==> config.mk <==
export PLATFORM = sky130hd
export DESIGN_NAME = mem_uart_master
export DESIGN_NICKNAME = d
export VERILOG_FILES = /design/src/rtl/mem_uart_master.sv
export SDC_FILE = /design/constraint.sdc
export NUM_CORES = 1
export LEC_CHECK = 0
export CAP_MARGIN = 30
export CORE_AREA = 2 2 109 111
export CTS_CLUSTER_DIAMETER = 60
export CTS_CLUSTER_SIZE = 40
export DETAILED_ROUTE_END_ITERATION = 7
export DIE_AREA = 0 0 111 113
export PLACE_DENSITY = 0.75
export REMOVE_ABC_BUFFERS = 1
export SYNTH_ARGS = -nofsm -noshare
export SYNTH_HDL_FRONTEND = slang
export SYNTH_SLANG_ARGS = --single-unit
==> constraint.sdc <==
create_clock -name clk -period 2.65 [get_ports clk]
set_input_delay 0.53 -clock clk [delete_from_list [all_inputs] [get_ports clk]]
set_output_delay 0.53 -clock clk [all_outputs]
set_load 0.05 [all_outputs]
==> src/rtl/mem_uart_master.sv <==
// mem_uart_master: serialises one load/store into command bytes for the UART RAM link.
// Optional read-response timeout enabled by defining MEM_UART_TIMEOUT_EN.
module mem_uart_master #(
  parameter int unsigned TIMEOUT_CYCLES = 1000000
) (
  input  logic        clk,
  input  logic        rst,
  input  logic        req_valid,
  output logic        req_ready,
  input  logic        req_we,
  input  logic [31:0] req_addr,
  input  logic [31:0] req_wdata,
  input  logic [1:0]  req_len,
  output logic        done,
  output logic        err,
  output logic [31:0] rdata,
  output logic        tx_valid,
  output logic [7:0]  tx_data,
  input  logic        tx_ready,
  input  logic        rx_valid,
  input  logic [7:0]  rx_data,
  output logic        rx_ready
);

  typedef enum logic [1:0] {
    IDLE,
    TX,
    RX,
    DONE
  } state_t;

  state_t      state;
  logic [31:0] addr;
  logic [31:0] wdata;
  logic [1:0]  len;
  logic        we;
  logic [3:0]  idx;
  logic [1:0]  rcnt;
  logic [3:0]  last_idx;
  logic        timeout;

  // Reads end after the len byte; writes add len+1 data bytes plus the bit7 mask byte.
  assign last_idx = we ? (4'd8 + {2'b00, len}) : 4'd6;
  assign rx_ready = 1'b1;

  // Command byte k of the current request; only byte 0 carries bit7.
  function automatic logic [7:0] tx_byte(
    input logic [31:0] a,
    input logic [31:0] d,
    input logic [1:0]  n,
    input logic [3:0]  k
  );
    logic [7:0] b;
    logic [3:0] m;
    m = {d[31] & (n == 2'd3),
         d[23] & (n >= 2'd2),
         d[15] & (n >= 2'd1),
         d[7]};
    b = 8'h00;
    case (k)
      4'd1:    b = {1'b0, a[6:0]};
      4'd2:    b = {1'b0, a[14:8]};
      4'd3:    b = {1'b0, a[22:16]};
      4'd4:    b = {1'b0, a[30:24]};
      4'd5:    b = {4'b0, a[31], a[23], a[15], a[7]};
      4'd6:    b = {6'b0, n};
      4'd7:    b = {1'b0, d[6:0]};
      4'd8:    b = (n >= 2'd1) ? {1'b0, d[14:8]} : {4'b0, m};
      4'd9:    b = (n >= 2'd2) ? {1'b0, d[22:16]} : {4'b0, m};
      4'd10:   b = (n == 2'd3) ? {1'b0, d[30:24]} : {4'b0, m};
      4'd11:   b = {4'b0, m};
      default: b = 8'h00;
    endcase
    return b;
  endfunction

`ifdef MEM_UART_TIMEOUT_EN
  logic [31:0] tcnt;

  assign timeout = (state == RX) && !rx_valid &&
                   (tcnt == TIMEOUT_CYCLES - 1);

  // Idle-cycle counter for RX, restarted by every received byte.
  always_ff @(posedge clk) begin
    if (rst || state != RX || rx_valid || timeout) begin
      tcnt <= '0;
    end else begin
      tcnt <= tcnt + 32'd1;
    end
  end

  // One-cycle error pulse when a response byte never arrives.
  always_ff @(posedge clk) begin
    if (rst) begin
      err <= 1'b0;
    end else begin
      err <= timeout;
    end
  end
`else
  assign timeout = 1'b0;
  assign err     = 1'b0;
`endif

  // Request FSM: accept, stream command bytes, gather read data, pulse done.
  always_ff @(posedge clk) begin
    if (rst) begin
      state     <= IDLE;
      req_ready <= 1'b1;
      tx_valid  <= 1'b0;
      tx_data   <= 8'h00;
      done      <= 1'b0;
      rdata     <= '0;
      addr      <= '0;
      wdata     <= '0;
      len       <= '0;
      we        <= 1'b0;
      idx       <= '0;
      rcnt      <= '0;
    end else begin
      done <= 1'b0;
      unique case (state)
        IDLE: begin
          if (req_valid) begin
            addr      <= req_addr;
            wdata     <= req_wdata;
            len       <= req_len;
            we        <= req_we;
            idx       <= '0;
            rcnt      <= '0;
            rdata     <= '0;
            tx_valid  <= 1'b1;
            tx_data   <= req_we ? 8'h80 : 8'hC0;
            req_ready <= 1'b0;
            state     <= TX;
          end
        end
        TX: begin
          if (tx_ready) begin
            if (idx == last_idx) begin
              tx_valid <= 1'b0;
              tx_data  <= 8'h00;
              if (we) begin
                done  <= 1'b1;
                state <= DONE;
              end else begin
                state <= RX;
              end
            end else begin
              idx     <= idx + 4'd1;
              tx_data <= tx_byte(addr, wdata, len, idx + 4'd1);
            end
          end
        end
        RX: begin
          if (rx_valid) begin
            rdata[{rcnt, 3'b000} +: 8] <= rx_data;
            rcnt <= rcnt + 2'd1;
            if (rcnt == len) begin
              done  <= 1'b1;
              state <= DONE;
            end
          end else if (timeout) begin
            req_ready <= 1'b1;
            state     <= IDLE;
          end
        end
        DONE: begin
          req_ready <= 1'b1;
          state     <= IDLE;
        end
        default: begin
          req_ready <= 1'b1;
          state     <= IDLE;
        end
      endcase
    end
  end

endmodule

==> out/summary.txt <==
Total placed cells including tap cells = 951
GR Overflow Total = 0
Layout cells sized above 1 = 10.00%
Max Slew Vio Count = 0
RSZ-0062 raised after global routing = no
Final nets = 920
Drt total wl = 16,210 um
Cell breakdown of the critical path = inv_1, ha_1, inv_1, nor2_1, nand4_1, nor2_1, a22oi_1, nor2_1
Clock skew = 0.005237 ns
Pwr Density = 860.3 nW/um^2
Final Hold Fails = 0
I/O pin cnt = 125
Sw Ratio = 36.02%
Post-route core utilization = 66.86%
Setup TNS = 0 ns
Seq/Total Area, Yosys = 42.46%
Yosys top cell area share = 42.46%
CP Capture Type = flop
CP max-delay cell = nor2_1
Total number of vias = 5,629
IO buf count = 122
Setup Buffers After CTS = 0
H-Tree Depth = 4
Startpoint Class = flop
Cell count after synthesis = 714
EDFF count, synth = 0
DRT Pass-1 Iters = 7
Drt wl/cell = 16.49 um
Cell mode on critical path = nor2_1
Min Tclk post-route = 2.334 ns
Async SR Flop Fraction = 0%
Dpl hpwl = 11,460 um
CTS tree = done
WP data arrival = 2.68 ns
Most frequent cells in the layout = 175 x nand2_1, 121 x clkdlybuf4s50_1, 117 x dfxtp_1, 105 x a21oi_1, 33 x nand3_1
Number of DRC markers in iteration 0 = 499
Routed vias/inst = 5.726
Antenna violations before repair = 0
Synthesized area = 5564 sq um
Post-synth top flop = dfxtp_1
Main area contributors after synthesis = dfxtp_1 42%, nand2_1 12%, a21oi_1 9.4%
Die height = 113 um
Period utilization = 88.07%
Synth cell types = 67
Vias in the first global route = 5,286
Kind of critical path = reg2reg
Placer's final routability congestion estimate = 0.9205
Max IR drop VDD = 0.0005688 V
TritonCTS buffer count = 17
Root Buffer Master = clkbuf_16
Worst Path Required = 3.00 ns
Slew margin rel. = 47.43%
P_leak = 2.699 nW
Antenna cells = 0
Initial Utilization = 49.36%
Total Routing Usage GR = 25.62%
DIE WIDTH = 111 um
Yosys warning count = 0
Worst Path Max Fanout = 8
Slowest cell delay on critical path = 0.49 ns
Max-Cap Viols = 0
Worst Tran Pin Value = 0.7803 ns
Syn avg cell area = 7.793 sq um
CTS clk-pin slew, worst paths = 0.05 ns
Insertion delay of the later-clocked pin in the worst-skew pair = 0.41 ns
Die area = 12,540 sq um
Worst hold-check path type = reg2reg
Run status = finished, final reports clean
Area leader, netlist = dfxtp_1
Detail Route Antenna Nets = 0
FMAX = 428.5 MHz
Largest net degree at the start of global routing = 95
Clock Power Share = 34.0%
Setup Viol. Count Final = 0
Clk sink count = 118
Layout Cells excl Fill = 983
Drt drc = 0
Commonest non-fill, non-tap cell in the layout = nand2_1
Flops & latches, synth = 118
Int Power = 0.004148 W
First-pass GRT wire length = 26,030 um
Net Sw Power = 0.002335 W
Core area = 11,270 sq um
Comb pwr share = 31.6%
Clock buffer depth = 2
Layout area overhead = 35.44%
Core Rows = 39
Reg power frac = 34.4%
cell usage after synthesis (2+ instances only):
| cell type | count |
|---|---|
| nor3_1 | 6 |
| inv_1 | 13 |
| conb_1 | 2 |
| o21ai_1 | 4 |
| a222oi_1 | 6 |
| nor2_1 | 30 |
| a22o_1 | 9 |
| or3_1 | 4 |
| and2_1 | 4 |
| dfxtp_1 | 118 |
| nand3_1 | 33 |
| o221ai_1 | 5 |
| nand4_1 | 7 |
| mux2i_1 | 2 |
| nand2b_1 | 5 |
| nand2_1 | 176 |
| xnor2_1 | 5 |
| a22oi_1 | 19 |
| o22ai_1 | 8 |
| clkbuf_1 | 39 |
| buf_1 | 6 |
| and4_2 | 2 |
| a221oi_1 | 3 |
| mux2_2 | 7 |
| and3_1 | 4 |
| ha_1 | 13 |
| o21ai_0 | 18 |
| buf_4 | 2 |
| a211oi_1 | 3 |
| buf_2 | 5 |
| a31oi_1 | 4 |
| a21boi_0 | 2 |
| a32oi_1 | 5 |
| or2_2 | 2 |
| o211ai_1 | 4 |
| nor2b_1 | 4 |
| a21oi_1 | 105 |
final cells by class:
| class | instances | area [sq um] |
|---|---|---|
| timing repair buffer | 148 | 1439 |
| clock buffer | 19 | 432.9 |
| tap | 143 | 178.9 |
| multi-input combinational | 527 | 2930 |
| sequential | 118 | 2364 |
| inverter | 15 | 58.81 |
| clock inverter | 13 | 132.6 |
| fill | 964 | 3736 |
logic make-up (layout without fill, tap and decap cells):
logic type                 count (synthesis)  count (layout)  synth area share (%)
and+or+nand+nor                          288             288                 22.85
muxes                                      9               9                 1.777
DFF                                      118             118                 42.46
AOI/OAI and AO/OA                        210             210                 23.97
xor gates and xnor gates                   5               5                0.7870
buffers and inverters                     69             195                 5.104
other                                      2               2                0.1350
adders and majority gates                 13              13                 2.923
what timing repair did:
item                                    CTS  global route
gates resized for setup                   0             3
endpoints found under the setup margin    0             5
hold buffers                              0             0
state kept, by name, summed over array words and instances (netlist names):
| register | count |
|---|---|
| addr | 32 |
| done | 1 |
| idx | 4 |
| len | 2 |
| rcnt | 2 |
| rdata | 32 |
| req_ready | 1 |
| state | 2 |
| tx_data | 8 |
| tx_valid | 1 |
| wdata | 32 |
| we | 1 |
power groups by stage:
stage / clock network [W] / registers (W) / logic [W]
5_1_grt: 0.00229 / 0.00226 / 0.00225
3_3_place_gp: 0 / 0.00225 / 0.00197
3_5_place_dp: 0 / 0.00226 / 0.00202
2_1_floorplan: 0 / 0.00234 / 0.00119
4_1_cts: 0.00221 / 0.00223 / 0.00203
6_report: 0.00220 / 0.00223 / 0.00205
per-stage QoR:
| step | hold slack (ns) | power [W] | setup WS, ns | cell area [sq um] |
|---|---|---|---|---|
| 6_report | 0.4503 | 0.006483 | 0.3161 | 7536 |
| 4_1_cts | 0.4506 | 0.006470 | 0.02962 | 7526 |
| 3_5_place_dp | 0.4442 | 0.004279 | 0.1006 | 6960 |
| 5_1_grt | 0.4685 | 0.006804 | 0.1652 | 7536 |
| 2_1_floorplan | 0.4268 | 0.003532 | -0.07848 | 5339 |
| 3_3_place_gp | 0.4389 | 0.004222 | 0.1138 | 6960 |
routing by layer:
metal  routed length (um)  global-route usage (%)  vias to the layer above
li1                     -                       -                     2742
met5                    0                       0                        -
met1                 7171                   33.68                     2629
met2                 7629                   42.13                      226
met3                 1091                   5.088                       32
met4                  319                   9.417                        0
critical path, delay by kind of cell (launching register included):
kind                       cells  cell delay [ns]
buffers and inverters          2             0.36
DFF                            1             0.32
AOI/OAI and AO/OA              1             0.20
and+or+nand+nor                4             1.03
adders and majority gates      1             0.35
path summary, 6_finish.rpt:
check	start	end	slack, ns	depth (start not counted)
worst max-delay path	state[0]$_SDFFE_PP0P_	rdata[21]$_SDFFE_PP0P_	0.32	8
worst min-delay path	rdata[15]$_SDFFE_PP0P_	rdata[15]$_SDFFE_PP0P_	0.45	2
worst min register to register	rdata[15]$_SDFFE_PP0P_	rdata[15]$_SDFFE_PP0P_	0.45	2
worst max register to register	state[0]$_SDFFE_PP0P_	rdata[21]$_SDFFE_PP0P_	0.32	8
No activity file was read; power rests on OpenSTA's default activity.
